### src/rtl/npc_lsu_if.sv
// Bundles the request, memory and response signals of the load/store unit.
// slave: the view taken by the LSU. master: the view of the surrounding pipeline and memory.
interface npc_lsu_if;
    logic        req_valid;
    logic        req_ready;
    logic        req_wen;
    logic [63:0] req_addr;
    logic [63:0] req_wdata;
    logic [1:0]  req_size;
    logic        req_unsigned;
    logic [63:0] mem_raddr;
    logic        mem_read;
    logic [63:0] mem_waddr;
    logic [63:0] mem_wdata;
    logic [7:0]  mem_wmask;
    logic        mem_write;
    logic [63:0] mem_rdata;
    logic        resp_valid;
    logic        resp_ready;
    logic [63:0] resp_rdata;
    logic        resp_misalign;

    modport slave (
        input  req_valid, req_wen, req_addr, req_wdata, req_size, req_unsigned,
        input  mem_rdata, resp_ready,
        output req_ready, mem_raddr, mem_read, mem_waddr, mem_wdata, mem_wmask,
        output mem_write, resp_valid, resp_rdata, resp_misalign
    );

    modport master (
        output req_valid, req_wen, req_addr, req_wdata, req_size, req_unsigned,
        output mem_rdata, resp_ready,
        input  req_ready, mem_raddr, mem_read, mem_waddr, mem_wdata, mem_wmask,
        input  mem_write, resp_valid, resp_rdata, resp_misalign
    );
endinterface

### src/rtl/npc_lsu.sv
// Load/store unit: one request at a time, a single aligned 8-byte memory
// strobe per request, lane shifting for stores and extraction/extension for loads.
module npc_lsu #(
    parameter int unsigned MEM_DELAY = 0
) (
    input  logic      clk,
    input  logic      rst,
    npc_lsu_if.slave  bus
);
    typedef enum logic [1:0] {IDLE, ACCESS, RESP} state_t;

    state_t      state;
    logic [3:0]  cnt;
    logic        cap_wen;
    logic [63:0] cap_addr;
    logic [63:0] cap_wdata;
    logic [1:0]  cap_size;
    logic        cap_uns;

    function automatic logic misaligned(input logic [2:0] off, input logic [1:0] size);
        logic [2:0] m;
        case (size)
            2'd0:    m = 3'b000;
            2'd1:    m = 3'b001;
            2'd2:    m = 3'b011;
            default: m = 3'b111;
        endcase
        return (off & m) != 3'b000;
    endfunction

    function automatic logic [7:0] lane_mask(input logic [2:0] off, input logic [1:0] size);
        logic [7:0] m;
        case (size)
            2'd0:    m = 8'h01;
            2'd1:    m = 8'h03;
            2'd2:    m = 8'h0F;
            default: m = 8'hFF;
        endcase
        return m << off;
    endfunction

    function automatic logic [63:0] lane_data(input logic [63:0] d, input logic [2:0] off);
        return d << {off, 3'b000};
    endfunction

    // Pull the addressed bytes down to bit 0 and sign- or zero-extend them.
    function automatic logic [63:0] extract(input logic [63:0] d, input logic [2:0] off,
                                            input logic [1:0] size, input logic uns);
        logic [63:0] s;
        logic [63:0] r;
        s = d >> {off, 3'b000};
        case (size)
            2'd0:    r = uns ? {56'd0, s[7:0]}  : {{56{s[7]}},  s[7:0]};
            2'd1:    r = uns ? {48'd0, s[15:0]} : {{48{s[15]}}, s[15:0]};
            2'd2:    r = uns ? {32'd0, s[31:0]} : {{32{s[31]}}, s[31:0]};
            default: r = s;
        endcase
        return r;
    endfunction

    // Control FSM; every output is registered and set up one edge ahead of its cycle.
    always_ff @(posedge clk or posedge rst) begin
        if (rst) begin
            state             <= IDLE;
            cnt               <= 4'd0;
            cap_wen           <= 1'b0;
            cap_addr          <= 64'd0;
            cap_wdata         <= 64'd0;
            cap_size          <= 2'd0;
            cap_uns           <= 1'b0;
            bus.req_ready     <= 1'b1;
            bus.mem_raddr     <= 64'd0;
            bus.mem_waddr     <= 64'd0;
            bus.mem_read      <= 1'b0;
            bus.mem_write     <= 1'b0;
            bus.mem_wdata     <= 64'd0;
            bus.mem_wmask     <= 8'd0;
            bus.resp_valid    <= 1'b0;
            bus.resp_rdata    <= 64'd0;
            bus.resp_misalign <= 1'b0;
        end else begin
            case (state)
                IDLE: begin
                    if (bus.req_valid) begin
                        cap_wen       <= bus.req_wen;
                        cap_addr      <= bus.req_addr;
                        cap_wdata     <= bus.req_wdata;
                        cap_size      <= bus.req_size;
                        cap_uns       <= bus.req_unsigned;
                        bus.req_ready <= 1'b0;
                        if (misaligned(bus.req_addr[2:0], bus.req_size)) begin
                            state             <= RESP;
                            bus.resp_valid    <= 1'b1;
                            bus.resp_misalign <= 1'b1;
                            bus.resp_rdata    <= 64'd0;
                        end else begin
                            state         <= ACCESS;
                            cnt           <= 4'(MEM_DELAY);
                            bus.mem_raddr <= {bus.req_addr[63:3], 3'b000};
                            bus.mem_waddr <= {bus.req_addr[63:3], 3'b000};
                            // With no wait cycles the strobe belongs to the very next cycle.
                            if (MEM_DELAY == 0) begin
                                bus.mem_read  <= ~bus.req_wen;
                                bus.mem_write <= bus.req_wen;
                                bus.mem_wmask <= bus.req_wen ? lane_mask(bus.req_addr[2:0], bus.req_size) : 8'd0;
                                bus.mem_wdata <= bus.req_wen ? lane_data(bus.req_wdata, bus.req_addr[2:0]) : 64'd0;
                            end
                        end
                    end
                end
                ACCESS: begin
                    if (cnt != 4'd0) begin
                        cnt <= cnt - 4'd1;
                        // Last wait cycle: arm the strobe for the cycle where cnt reads 0.
                        if (cnt == 4'd1) begin
                            bus.mem_read  <= ~cap_wen;
                            bus.mem_write <= cap_wen;
                            bus.mem_wmask <= cap_wen ? lane_mask(cap_addr[2:0], cap_size) : 8'd0;
                            bus.mem_wdata <= cap_wen ? lane_data(cap_wdata, cap_addr[2:0]) : 64'd0;
                        end
                    end else begin
                        state             <= RESP;
                        bus.mem_read      <= 1'b0;
                        bus.mem_write     <= 1'b0;
                        bus.mem_wmask     <= 8'd0;
                        bus.mem_wdata     <= 64'd0;
                        bus.mem_raddr     <= 64'd0;
                        bus.mem_waddr     <= 64'd0;
                        bus.resp_valid    <= 1'b1;
                        bus.resp_misalign <= 1'b0;
                        bus.resp_rdata    <= cap_wen ? 64'd0
                                           : extract(bus.mem_rdata, cap_addr[2:0], cap_size, cap_uns);
                    end
                end
                RESP: begin
                    if (bus.resp_ready) begin
                        state             <= IDLE;
                        bus.resp_valid    <= 1'b0;
                        bus.resp_misalign <= 1'b0;
                        bus.resp_rdata    <= 64'd0;
                        bus.req_ready     <= 1'b1;
                    end
                end
                default: state <= IDLE;
            endcase
        end
    end
endmodule

### src/flat_wrapper.sv
// flat-port wrapper written by rule: the top's interface ports become plain ports
module npc_lsu_flat 
#(
    parameter int unsigned MEM_DELAY = 0
)
  (clk, rst, bus_req_valid, bus_req_wen, bus_req_addr, bus_req_wdata, bus_req_size, bus_req_unsigned, bus_mem_rdata, bus_resp_ready, bus_req_ready, bus_mem_raddr, bus_mem_read, bus_mem_waddr, bus_mem_wdata, bus_mem_wmask, bus_mem_write, bus_resp_valid, bus_resp_rdata, bus_resp_misalign);
  npc_lsu_if bus_i ();
  input  logic clk;
  input  logic rst;
  input wire logic [$bits(bus_i.req_valid)-1:0] bus_req_valid;
  input wire logic [$bits(bus_i.req_wen)-1:0] bus_req_wen;
  input wire logic [$bits(bus_i.req_addr)-1:0] bus_req_addr;
  input wire logic [$bits(bus_i.req_wdata)-1:0] bus_req_wdata;
  input wire logic [$bits(bus_i.req_size)-1:0] bus_req_size;
  input wire logic [$bits(bus_i.req_unsigned)-1:0] bus_req_unsigned;
  input wire logic [$bits(bus_i.mem_rdata)-1:0] bus_mem_rdata;
  input wire logic [$bits(bus_i.resp_ready)-1:0] bus_resp_ready;
  output wire logic [$bits(bus_i.req_ready)-1:0] bus_req_ready;
  output wire logic [$bits(bus_i.mem_raddr)-1:0] bus_mem_raddr;
  output wire logic [$bits(bus_i.mem_read)-1:0] bus_mem_read;
  output wire logic [$bits(bus_i.mem_waddr)-1:0] bus_mem_waddr;
  output wire logic [$bits(bus_i.mem_wdata)-1:0] bus_mem_wdata;
  output wire logic [$bits(bus_i.mem_wmask)-1:0] bus_mem_wmask;
  output wire logic [$bits(bus_i.mem_write)-1:0] bus_mem_write;
  output wire logic [$bits(bus_i.resp_valid)-1:0] bus_resp_valid;
  output wire logic [$bits(bus_i.resp_rdata)-1:0] bus_resp_rdata;
  output wire logic [$bits(bus_i.resp_misalign)-1:0] bus_resp_misalign;
  assign bus_i.req_valid = bus_req_valid;
  assign bus_i.req_wen = bus_req_wen;
  assign bus_i.req_addr = bus_req_addr;
  assign bus_i.req_wdata = bus_req_wdata;
  assign bus_i.req_size = bus_req_size;
  assign bus_i.req_unsigned = bus_req_unsigned;
  assign bus_i.mem_rdata = bus_mem_rdata;
  assign bus_i.resp_ready = bus_resp_ready;
  assign bus_req_ready = bus_i.req_ready;
  assign bus_mem_raddr = bus_i.mem_raddr;
  assign bus_mem_read = bus_i.mem_read;
  assign bus_mem_waddr = bus_i.mem_waddr;
  assign bus_mem_wdata = bus_i.mem_wdata;
  assign bus_mem_wmask = bus_i.mem_wmask;
  assign bus_mem_write = bus_i.mem_write;
  assign bus_resp_valid = bus_i.resp_valid;
  assign bus_resp_rdata = bus_i.resp_rdata;
  assign bus_resp_misalign = bus_i.resp_misalign;
  npc_lsu #(.MEM_DELAY(MEM_DELAY)) u_core (.clk(clk), .rst(rst), .bus(bus_i));
endmodule
### config.mk
export PLATFORM = sky130hd
export DESIGN_NAME = npc_lsu_flat
export DESIGN_NICKNAME = d
export VERILOG_FILES = /design/src/rtl/npc_lsu_if.sv /design/src/rtl/npc_lsu.sv /design/src/flat_wrapper.sv
export SDC_FILE = /design/constraint.sdc
export NUM_CORES = 1
export LEC_CHECK = 0
export ABC_AREA = 1
export ABC_CLOCK_PERIOD_IN_PS = 24000
export BUFFER_PORTS_ARGS = -buffer_cell sky130_fd_sc_hd__buf_2
export CELL_PAD_IN_SITES_DETAIL_PLACEMENT = 0
export CELL_PAD_IN_SITES_GLOBAL_PLACEMENT = 2
export CORE_MARGIN = 4
export CORE_UTILIZATION = 31
export CTS_CLUSTER_SIZE = 20
export DETAILED_ROUTE_END_ITERATION = 6
export GPL_TIMING_DRIVEN = 0
export PLACE_DENSITY = 0.92
export SYNTH_ARGS = -nofsm -noshare
export SYNTH_HDL_FRONTEND = slang
export SYNTH_SLANG_ARGS = --single-unit
### constraint.sdc
create_clock -name clk -period 24 [get_ports clk]
set_input_delay 1.2 -clock clk [delete_from_list [all_inputs] [get_ports clk]]
set_output_delay 1.2 -clock clk [all_outputs]
set_load 0.05 [all_outputs]
==> results_dict.tcl <==
set metrics [dict create \
    cp-end-kind "flop" \
    firstDrtPassIters 6 \
    cp_max_fo 10 \
    clock_latency_ns 0.56 \
    cts_tree "yes" \
    drt.antenna.violating_nets 0 \
    syn_area_per_cell_sq_um 6.78 \
    max_cap_viol_count 0 \
    wirelength_mm 92.0 \
    die_width_um 243 \
    cp_slowest_stage_delay_ns 0.57 \
    yosys.area.top_type_share_pct 40.6 \
    finalNonFillerCells 3759 \
    startpoint_type "primary input" \
    fin_setup_tns_ns 0 \
    p_leak_nw 11.7 \
    wl_per_cell_um 24.5 \
    cpMaxStageDelayCell "clkbuf_1" \
    drc 0 \
    p_per_area_mw_per_mm2 164 \
    layout_min_cycle_time_ns 3.10 \
    dp_cells 3690 \
    hold_path.class "flop to flop" \
    synth_xor_area_share_pct 0.102 \
    required_ns 24.44 \
    hpwlAfterDp_mm 73.1 \
    status "completed" \
    syn_inst 2525 \
    cp_common_cell "buf_2" \
    skew_ns 0.0220 \
    fillers 5971 \
    layout-drive-gt1-share_pct 22.9 \
    yosysWarnings 0 \
    syn_area_sq_mm 0.0171 \
    cts_resized 0 \
    synth_compound_area_share_pct 16.3 \
    p_total_mw 3.53 \
    setup_viol 0 \
    synth_top_family_by_area "simple AND/OR/NAND/NOR gates" \
    ys_ff_latch 279 \
    ys_seq_area_share_pct 40.8 \
    synth_top_area_cell "dfrtp_1" \
    synth_fa_ha_area_share_pct 0.512 \
    synthMuxAreaShare_pct 0.358 \
    grt_usage_pct 30.0 \
    grt_antenna_before_repair 8 \
    grt_max_degree 100 \
    grt_pass1_wl_mm 133 \
    portBuffers 462 \
    vias 20300 \
    crit_type "primary input to flop" \
    synthSimpleGateAreaFrac_pct 31.6 \
    clockBufferDepth 3 \
    cts_hold_buf 0 \
    drt-initial-drc-count 2097 \
    fin_crit_sh_pct 12.9 \
    relSlewSlack_pct 24.7 \
    fmax_mhz 323 \
    core_sq_mm 0.0542 \
    initial_core_util_pct 31.6 \
    die-area_sq_mm 0.0590 \
    layout_commonest_cell "nand2_1" \
    slew_violations 0 \
    synthDistinctLibCells 38 \
    h-tree-depth 2 \
    crit_chain "buf_2, buf_2, clkbuf_1, buf_2, o21ai_0, o211ai_1, o211ai_1, nand2_1, nand2_1" \
    utilization_pct 39.8 \
    grt_pass1_vias 20300 \
    grt-ovfl-total 0 \
    cts_made_buffers 36 \
    syn2layout_area_growth_pct 26.1 \
    worstPathArrival_ns 3.54 \
    hold_viol 0 \
    die_h_um 243 \
    viasPerCell 5.41 \
    rows 85 \
    io_pins 469 \
    rsz0062_at_grt "false" \
    synth.area.top_cells "dfrtp_1 (41%), nand2_1 (21%), o21ai_0 (11%), nand3_1 (7.0%), buf_4 (3.1%)" \
    vdd_drop_max_mv 0.113 \
    clkSinkCount 279 \
    nNetsFinal 3239 \
    cts_setup_buffers 0 \
    cts_root_buffer "clkbuf_16" \
    clkTransAtPathRegs_ns 0.06 \
    layout_common_cells "nand2_1 (976), buf_2 (520), o21ai_0 (368)" \
    gp_congestion 1.01 \
    timing.hold.ws_ns 0.462 \
    tightestPinTransition_ns 1.13 \
]
-- path summary, 6_finish.rpt --
kind | from | cells past startpoint | endpoint | slack [ns]
setup / recovery | bus_req_addr[0] | 9 | u_core.bus.mem_wdata[58] | 20.90
hold / removal | u_core.bus.mem_write | 2 | u_core.bus.mem_write | 0.46
setup reg to reg | u_core.state[1] | 9 | u_core.bus.mem_wdata[25] | 21.08
hold reg to reg | u_core.bus.mem_write | 2 | u_core.bus.mem_write | 0.46
max in group asynchronous | rst | 3 | u_core.bus.mem_wdata[61] | 22.28
min in group asynchronous | rst | 2 | u_core.bus.mem_raddr[43] | 0.78
-- cells in the mapped netlist --
cell type  count
nand2_1      976
o21ai_0      368
dfrtp_1      278
nand3_1      238
inv_1        125
clkbuf_1      99
a21oi_1       71
buf_4         71
nor2_1        65
buf_2         58
o211ai_1      37
or2_2         28
o22ai_1       22
buf_1         20
a22oi_1        9
nor3_1         9
ha_1           7
inv_2          5
mux2i_1        5
clkinv_1       4
nor2_2         3
nor2_4         3
o21bai_1       3
a32oi_1        2
nand2_2        2
o211a_1        2
o21ai_1        2
o31ai_1        2
xor2_1         2
a31oi_1        1
and2_1         1
conb_1         1
dfstp_2        1
mux2_2         1
nand3b_1       1
nor3b_1        1
o2111ai_1      1
o21ai_2        1
-- state kept, by name, indices dropped and copies added, names as in the netlist --
signal / flops
u_core.bus.resp_rdata: 64
u_core.bus.resp_valid: 1
u_core.bus.req_ready: 1
u_core.bus.mem_wdata: 64
u_core.bus.mem_raddr: 61
u_core.cnt: 4
u_core.cap_addr: 3
u_core.bus.resp_misalign: 1
u_core.bus.mem_wmask: 8
u_core.bus.mem_read: 1
u_core.cap_uns: 1
u_core.state: 2
u_core.bus.mem_write: 1
u_core.cap_wen: 1
u_core.cap_wdata: 64
u_core.cap_size: 2
-- cell type report --
type / count / area, sq um / share of cell area (%)
Antenna cell: 6 / 15.0 / 0.0696
Inverter: 134 / 510 / 2.37
Buffer: 248 / 1270 / 5.88
Clock buffer: 49 / 1060 / 4.91
Multi-Input combinational cell: 1869 / 8380 / 38.8
Timing Repair Buffer: 464 / 2370 / 11.0
Tap cell: 696 / 871 / 4.04
Clock inverter: 14 / 121 / 0.562
Sequential cell: 279 / 6980 / 32.4
-- layer usage --
metal | track usage [%] | vias to the layer above | wire [um]
met2 | 49.4 | 1098 | 42600
met1 | 37.9 | 9812 | 36300
li1 | - | 9167 | -
met4 | 14.6 | 2 | 5170
met5 | 0 | - | 13
met3 | 5.74 | 253 | 7790
-- critical path, delay by kind of cell --
family / cells / cell delay (ns)
AND/OR/NAND/NOR: 2 / 0.21
AO/OA/AOI/OAI: 3 / 0.76
buffers and inverters: 4 / 1.35
-- where the power goes --
| part | switching [mW] | internal [mW] |
|---|---|---|
| logic | 1.68 | 0.506 |
| clock network | 0.227 | 0.321 |
| registers | 0.146 | 0.651 |
| total | 2.05 | 1.48 |
-- per-stage QoR --
stage / worst slack (ns) / instance area [sq um]
after floorplan: 15.11 / 17100
after global placement: 11.72 / 20300
after detailed placement: 20.43 / 20400
after CTS: 21.01 / 21600
after global routing: 20.86 / 21600
final: 20.90 / 21600
-- logic make-up after synthesis --
family / after synthesis
AO/OA/AOI/OAI: 521
XOR/XNOR: 2
adder cells (fa/ha/maj): 7
buffers and inverters: 382
flip-flops: 279
multiplexers: 6
other: 1
AND/OR/NAND/NOR: 1327
(Power assumes the default switching activity.)
